### config.mk
export PLATFORM = sky130hd
export DESIGN_NAME = led_sequencer
export DESIGN_NICKNAME = d
export VERILOG_FILES = /design/src/rtl/led_sequencer_pkg.sv /design/src/rtl/led_sequencer_tick_gen.sv /design/src/rtl/led_sequencer.sv
export SDC_FILE = /design/constraint.sdc
export NUM_CORES = 1
export LEC_CHECK = 0
export CORE_ASPECT_RATIO = 0.5
export CORE_MARGIN = 2
export CORE_UTILIZATION = 63
export CTS_BUF_LIST = sky130_fd_sc_hd__clkbuf_8
export DETAILED_ROUTE_END_ITERATION = 8
export PLACE_DENSITY = 0.82
export REMOVE_ABC_BUFFERS = 1
export SYNTH_ARGS = -nofsm -noshare
export SYNTH_HDL_FRONTEND = slang
export SYNTH_SLANG_ARGS = --single-unit
### constraint.sdc
create_clock -name CLK -period 2.5 [get_ports CLK]
set_input_delay 0.5 -clock CLK [delete_from_list [all_inputs] [get_ports CLK]]
set_output_delay 0.5 -clock CLK [all_outputs]
set_load 0.02 [all_outputs]
### src/rtl/led_sequencer_pkg.sv
// led_seq_pkg: shared types and sizing helper for the LED sequencer.
//   led_mode_t      - requested display pattern (OFF, BLINK, CHASE, BREATHE)
//   breathe_state_t - direction of the breathe duty ramp
//   cnt_w()         - bit width needed to hold an unsigned value up to max_val
package led_seq_pkg;

  typedef enum logic [1:0] {
    MODE_OFF     = 2'd0,
    MODE_BLINK   = 2'd1,
    MODE_CHASE   = 2'd2,
    MODE_BREATHE = 2'd3
  } led_mode_t;

  typedef enum logic {
    RAMP_UP   = 1'b0,
    RAMP_DOWN = 1'b1
  } breathe_state_t;

  // Never returns 0 so a degenerate counter still has a legal 1-bit vector.
  function automatic int unsigned cnt_w(input int unsigned max_val);
    return (max_val < 1) ? 1 : $clog2(max_val + 1);
  endfunction

endpackage

### src/rtl/led_sequencer_tick_gen.sv
// tick_gen: prescaler producing a registered one-cycle tick.
//   CLK   in  system clock
//   RST_N in  asynchronous active-low reset
//   clr   in  synchronous restart of the prescale period (drops a pending tick)
//   TICK  out high for the single cycle after the counter wraps
module tick_gen
  import led_seq_pkg::*;
#(
  parameter int unsigned PRESCALE = 12000
) (
  input  logic CLK,
  input  logic RST_N,
  input  logic clr,
  output logic TICK
);

  localparam int unsigned CW = cnt_w(PRESCALE - 1);

  logic [CW-1:0] cnt_q, cnt_d;
  logic          tick_q, tick_d;
  logic          wrap;

  // PRESCALE=1 keeps the counter at 0, so wrap is constant and TICK stays high.
  assign wrap = (cnt_q == CW'(PRESCALE - 1));

  always_comb begin
    cnt_d  = wrap ? '0 : cnt_q + 1'b1;
    tick_d = wrap;
    if (clr) begin
      cnt_d  = '0;
      tick_d = 1'b0;
    end
  end

  always_ff @(posedge CLK or negedge RST_N) begin
    if (!RST_N) begin
      cnt_q  <= '0;
      tick_q <= 1'b0;
    end else begin
      cnt_q  <= cnt_d;
      tick_q <= tick_d;
    end
  end

  assign TICK = tick_q;

endmodule

### src/rtl/led_sequencer.sv
// led_sequencer: drives N_LEDS outputs with one of four patterns.
//   CLK   in  system clock
//   RST_N in  asynchronous active-low reset
//   MODE  in  requested pattern (led_mode_t), sampled every cycle
//   LED   out registered LED drive, 1 = lit
//   TICK  out registered prescaler tick pulse
// A change of MODE restarts every pattern from its reset state; that restart
// wins over a tick landing in the same cycle.
module led_sequencer
  import led_seq_pkg::*;
#(
  parameter int unsigned N_LEDS      = 5,
  parameter int unsigned PRESCALE    = 12000,
  parameter int unsigned BLINK_TICKS = 350,
  parameter int unsigned PWM_W       = 6
) (
  input  logic              CLK,
  input  logic              RST_N,
  input  led_mode_t         MODE,
  output logic [N_LEDS-1:0] LED,
  output logic              TICK
);

  localparam int unsigned BW = cnt_w(BLINK_TICKS);
  localparam logic [PWM_W-1:0] DUTY_MAX = '1;

  led_mode_t      mode_q;
  logic           mode_chg;
  logic           tick;

  logic [BW-1:0]     blink_cnt_q, blink_cnt_d, blink_nxt;
  logic              phase_q, phase_d;
  logic [N_LEDS-1:0] chase_q, chase_d;
  logic [PWM_W-1:0]  duty_q, duty_d, duty_inc, duty_dec;
  breathe_state_t    bst_q, bst_d;
  logic [PWM_W-1:0]  pwm_q;
  logic [N_LEDS-1:0] led_q, led_d;

  assign mode_chg = (MODE != mode_q);

  tick_gen #(.PRESCALE(PRESCALE)) u_tick (
    .CLK  (CLK),
    .RST_N(RST_N),
    .clr  (mode_chg),
    .TICK (tick)
  );

  assign blink_nxt = blink_cnt_q + 1'b1;
  assign duty_inc  = duty_q + 1'b1;
  assign duty_dec  = duty_q - 1'b1;

  // Pattern state. All patterns advance on every tick; only the one selected
  // by mode_q is shown, and entering a mode always starts it fresh.
  always_comb begin
    blink_cnt_d = blink_cnt_q;
    phase_d     = phase_q;
    chase_d     = chase_q;
    duty_d      = duty_q;
    bst_d       = bst_q;
    if (mode_chg) begin
      blink_cnt_d = '0;
      phase_d     = 1'b0;
      chase_d     = N_LEDS'(1);
      duty_d      = '0;
      bst_d       = RAMP_UP;
    end else if (tick) begin
      if (blink_nxt == BW'(BLINK_TICKS)) begin
        blink_cnt_d = '0;
        phase_d     = ~phase_q;
      end else begin
        blink_cnt_d = blink_nxt;
      end
      chase_d = {chase_q[N_LEDS-2:0], chase_q[N_LEDS-1]};
      // Direction flips on the tick that lands on an extreme, so the
      // extreme value is held for one tick only.
      case (bst_q)
        RAMP_UP: begin
          duty_d = duty_inc;
          if (duty_inc == DUTY_MAX) bst_d = RAMP_DOWN;
        end
        default: begin
          duty_d = duty_dec;
          if (duty_dec == '0) bst_d = RAMP_UP;
        end
      endcase
    end
  end

  always_comb begin
    case (mode_q)
      MODE_OFF:     led_d = '0;
      MODE_BLINK:   led_d = {N_LEDS{phase_q}};
      MODE_CHASE:   led_d = chase_q;
      MODE_BREATHE: led_d = {N_LEDS{pwm_q < duty_q}};
      default:      led_d = '0;
    endcase
  end

  always_ff @(posedge CLK or negedge RST_N) begin
    if (!RST_N) begin
      mode_q      <= MODE_OFF;
      blink_cnt_q <= '0;
      phase_q     <= 1'b0;
      chase_q     <= N_LEDS'(1);
      duty_q      <= '0;
      bst_q       <= RAMP_UP;
      pwm_q       <= '0;
      led_q       <= '0;
    end else begin
      mode_q      <= MODE;
      blink_cnt_q <= blink_cnt_d;
      phase_q     <= phase_d;
      chase_q     <= chase_d;
      duty_q      <= duty_d;
      bst_q       <= bst_d;
      pwm_q       <= pwm_q + 1'b1;
      led_q       <= led_d;
    end
  end

  assign LED  = led_q;
  assign TICK = tick;

endmodule

==> flow_summary.toml <==
[die]
die_area_um2 = 4670
num_rows = 16
initial_core_util_pct = 65.9
die_w_um = 94.6
die_h_um = 49.3
core-area_um2 = 3920
io-pin-count = 10

[critical_path]
cp-end-kind = "flip-flop"
worst_ep_arrival_time_ns = 2.40
crit_type = "flip-flop to flip-flop"
cp_max_fo = 6
cp.required_ns = 2.69
critPathLaunchType = "flip-flop"
regToRegSetupSlack_ns = 0.28

[final_layout]
finalInstanceArea_um2 = 2830
area_delta_synth_final_pct = 9.53
seq_area_um2 = 1250
fillers = 295
finalNonFillerCells = 327
diodes = 0
final_nets = 289
finish.utilization_pct = 72.2
multi_input_area_um2 = 1260
drive_gt1_share_pct = 6.59

[cts]
post_cts_resized = 0
cts_setup_buffers = 0
root_buffer = "clkbuf_8"
h-tree-depth = 2
cts_buffers = 5
clockBufferDepth = 2
clk_latency_ns = 0.30
clkTransAtPathRegs_ns = 0.09
cts_tree = "built"
cts.sinks = 50
postCtsHoldBufs = 0

[sta]
fin_crit_sh_pct = 88.6
setup_viol = 0
slew-limit-headroom_pct = 61.7
period_needed_ns = 2.22
holdWs_ns = 0.188
rsz0062_at_grt = "no"
slew_viol_final = 0
worstMarginPinSlew_ns = 0.575
clock_skew_ns = 0.00813
fmax_mhz = 451
fin_ws_ns = 0.285
hold_viol = 0
finalSetupTns_ns = 0

[synthesis]
synth.top_cells.by_count = "dfrtp_1 (49), nor2_1 (39), xnor2_1 (19), nand2_1 (18), nand3_1 (17)"
synth_seq_cells = 50
synth_top_area_share_pct = 47.4
avgSynthCellArea_um2 = 9.88
synth_edf_count = 0
synthCells = 262
synth_largest_area_cell = "dfrtp_1"
syn_area_um2 = 2590
synth_area_leaders = "dfrtp_1 (47%), xnor2_1 (6.4%), ha_1 (6.3%), nor2_1 (5.7%), xor2_1 (4.1%)"
yosysSeqAreaShare_pct = 48.4
synth.most_common_cell = "dfrtp_1"
ys.flop_type = "dfrtp_1"
yosys_warnings = 0
ys_async_sr_fraction_pct = 100
synthDistinctLibCells = 42

[detailed_routing]
drt_iter0_drc = 100
route.vias.total = 1815
drcViolationCount = 0
avgViaCountPerCell = 5.55
avgRoutedWirePerCell_um = 13.9
drtAntennaViolNets = 0
wl_um = 4560
dr.pass1.iters = 4

[global_routing]
grtUsageMet2_pct = 37.8
antenna_found_initial = 0
top_usage_layer = "met2"
gr-usage-all-layers_pct = 22.8
globalRouteOverflowTotal = 0
grt_start_max_net_pins = 27
grt_pass1_vias = 1793
grt_pass1_wl_um = 8190
met1_usage_pct = 30.5
use_met3_pct = 5.56

[placed_design]
io_buffers = 9
dpl.hpwl_um = 3270
dp.cells = 319
gp_congestion = 0.841
place_ws_ns = 0.309
dpl_cell_area_um2 = 2740

[power_and_ir_drop]
power_mw = 1.36
p_leak_nw = 1.18
ir_worst_vdd_v = 0.000314
p_per_area_nw_per_um2 = 480

[run_status]
status = "completed"

[hold_path]
worstHoldPathType = "input pin to async pin"

[job]
maxCapViolations = 0
[final timing paths]
path,start,endpoint,cells past startpoint
hold reg to reg,pwm_q[0],pwm_q[0],1
max in group asynchronous,RST_N,chase_q[0],2
setup reg to reg,blink_cnt_q[0],blink_cnt_q[6],7
setup / recovery,blink_cnt_q[0],blink_cnt_q[6],7
min in group CLK,pwm_q[0],pwm_q[0],1
hold / removal,RST_N,duty_q[2],1
[sequential cells by signal (all words and copies together) (netlist names)]
name and count:
mode_q 2, bst_q 1, duty_q 6, LED 5
u_tick.TICK 1, chase_q 5, blink_cnt_q 9, u_tick.cnt_q 14
pwm_q 6, phase_q 1
[area by class of cell]
class | instances | area share [%]
clock buffers | 6 | 2.91
clock inverters | 2 | 0.442
inverters | 11 | 1.46
multi-input cells | 192 | 44.4
flip-flops and latches | 50 | 44.2
well taps | 54 | 2.38
repair buffers | 12 | 4.24
[cells in the final DEF (no fill, tap or decap), drive strengths merged, types with 2 or more instances in the layout]
cell type and n:
inv 10, clkdlybuf4s50 8, nand3 18, xor2 12, nor4b 2, clkinv 2
nand4 8, a21o 2, nand2 19, mux2i 6, a22oi 2, ha 13
o21ai 7, a211oi 2, a31oi 2, nand4b 2, nor3 4, clkbuf 6
nor2 39, buf 4, xnor2 19, dfrtp 49, or3 4, nand3b 2
and3 4, a21oi 15
[routing by layer]
metal	part of all wire (%)	wire [um]	vias up
met5	0	0	-
met4	0.90	41	0
met1	47	2140	858
li1	-	-	921
met2	48	2190	30
met3	4.2	190	6
[report_power, final]
| group | switching [mW] | internal, mW |
|---|---|---|
| combinational | 0.0424 | 0.0164 |
| clock | 0.260 | 0.223 |
| sequential | 0.00470 | 0.813 |
[worst max-delay path, stage by stage, from the launching register on]
cell and delay, ns:
dfrtp_1 0.41, ha_1 0.29, nand2_1 0.10, or3_4 0.40, a2111oi_4 0.49, nand2_2 0.16, a22oi_1 0.19, nor2_1 0.06
[kinds of logic (layout without fill, tap and decap cells)]
family,Yosys count,after routing,synth area share [%]
simple gates,108,108,20.9
flops,50,50,48.4
compound gates,34,34,8.61
xor+xnor,31,31,10.5
buf+inv,20,31,3.00
fa+ha+maj,13,13,6.29
mux,6,6,2.32
Power figures use the tool's default switching activity.
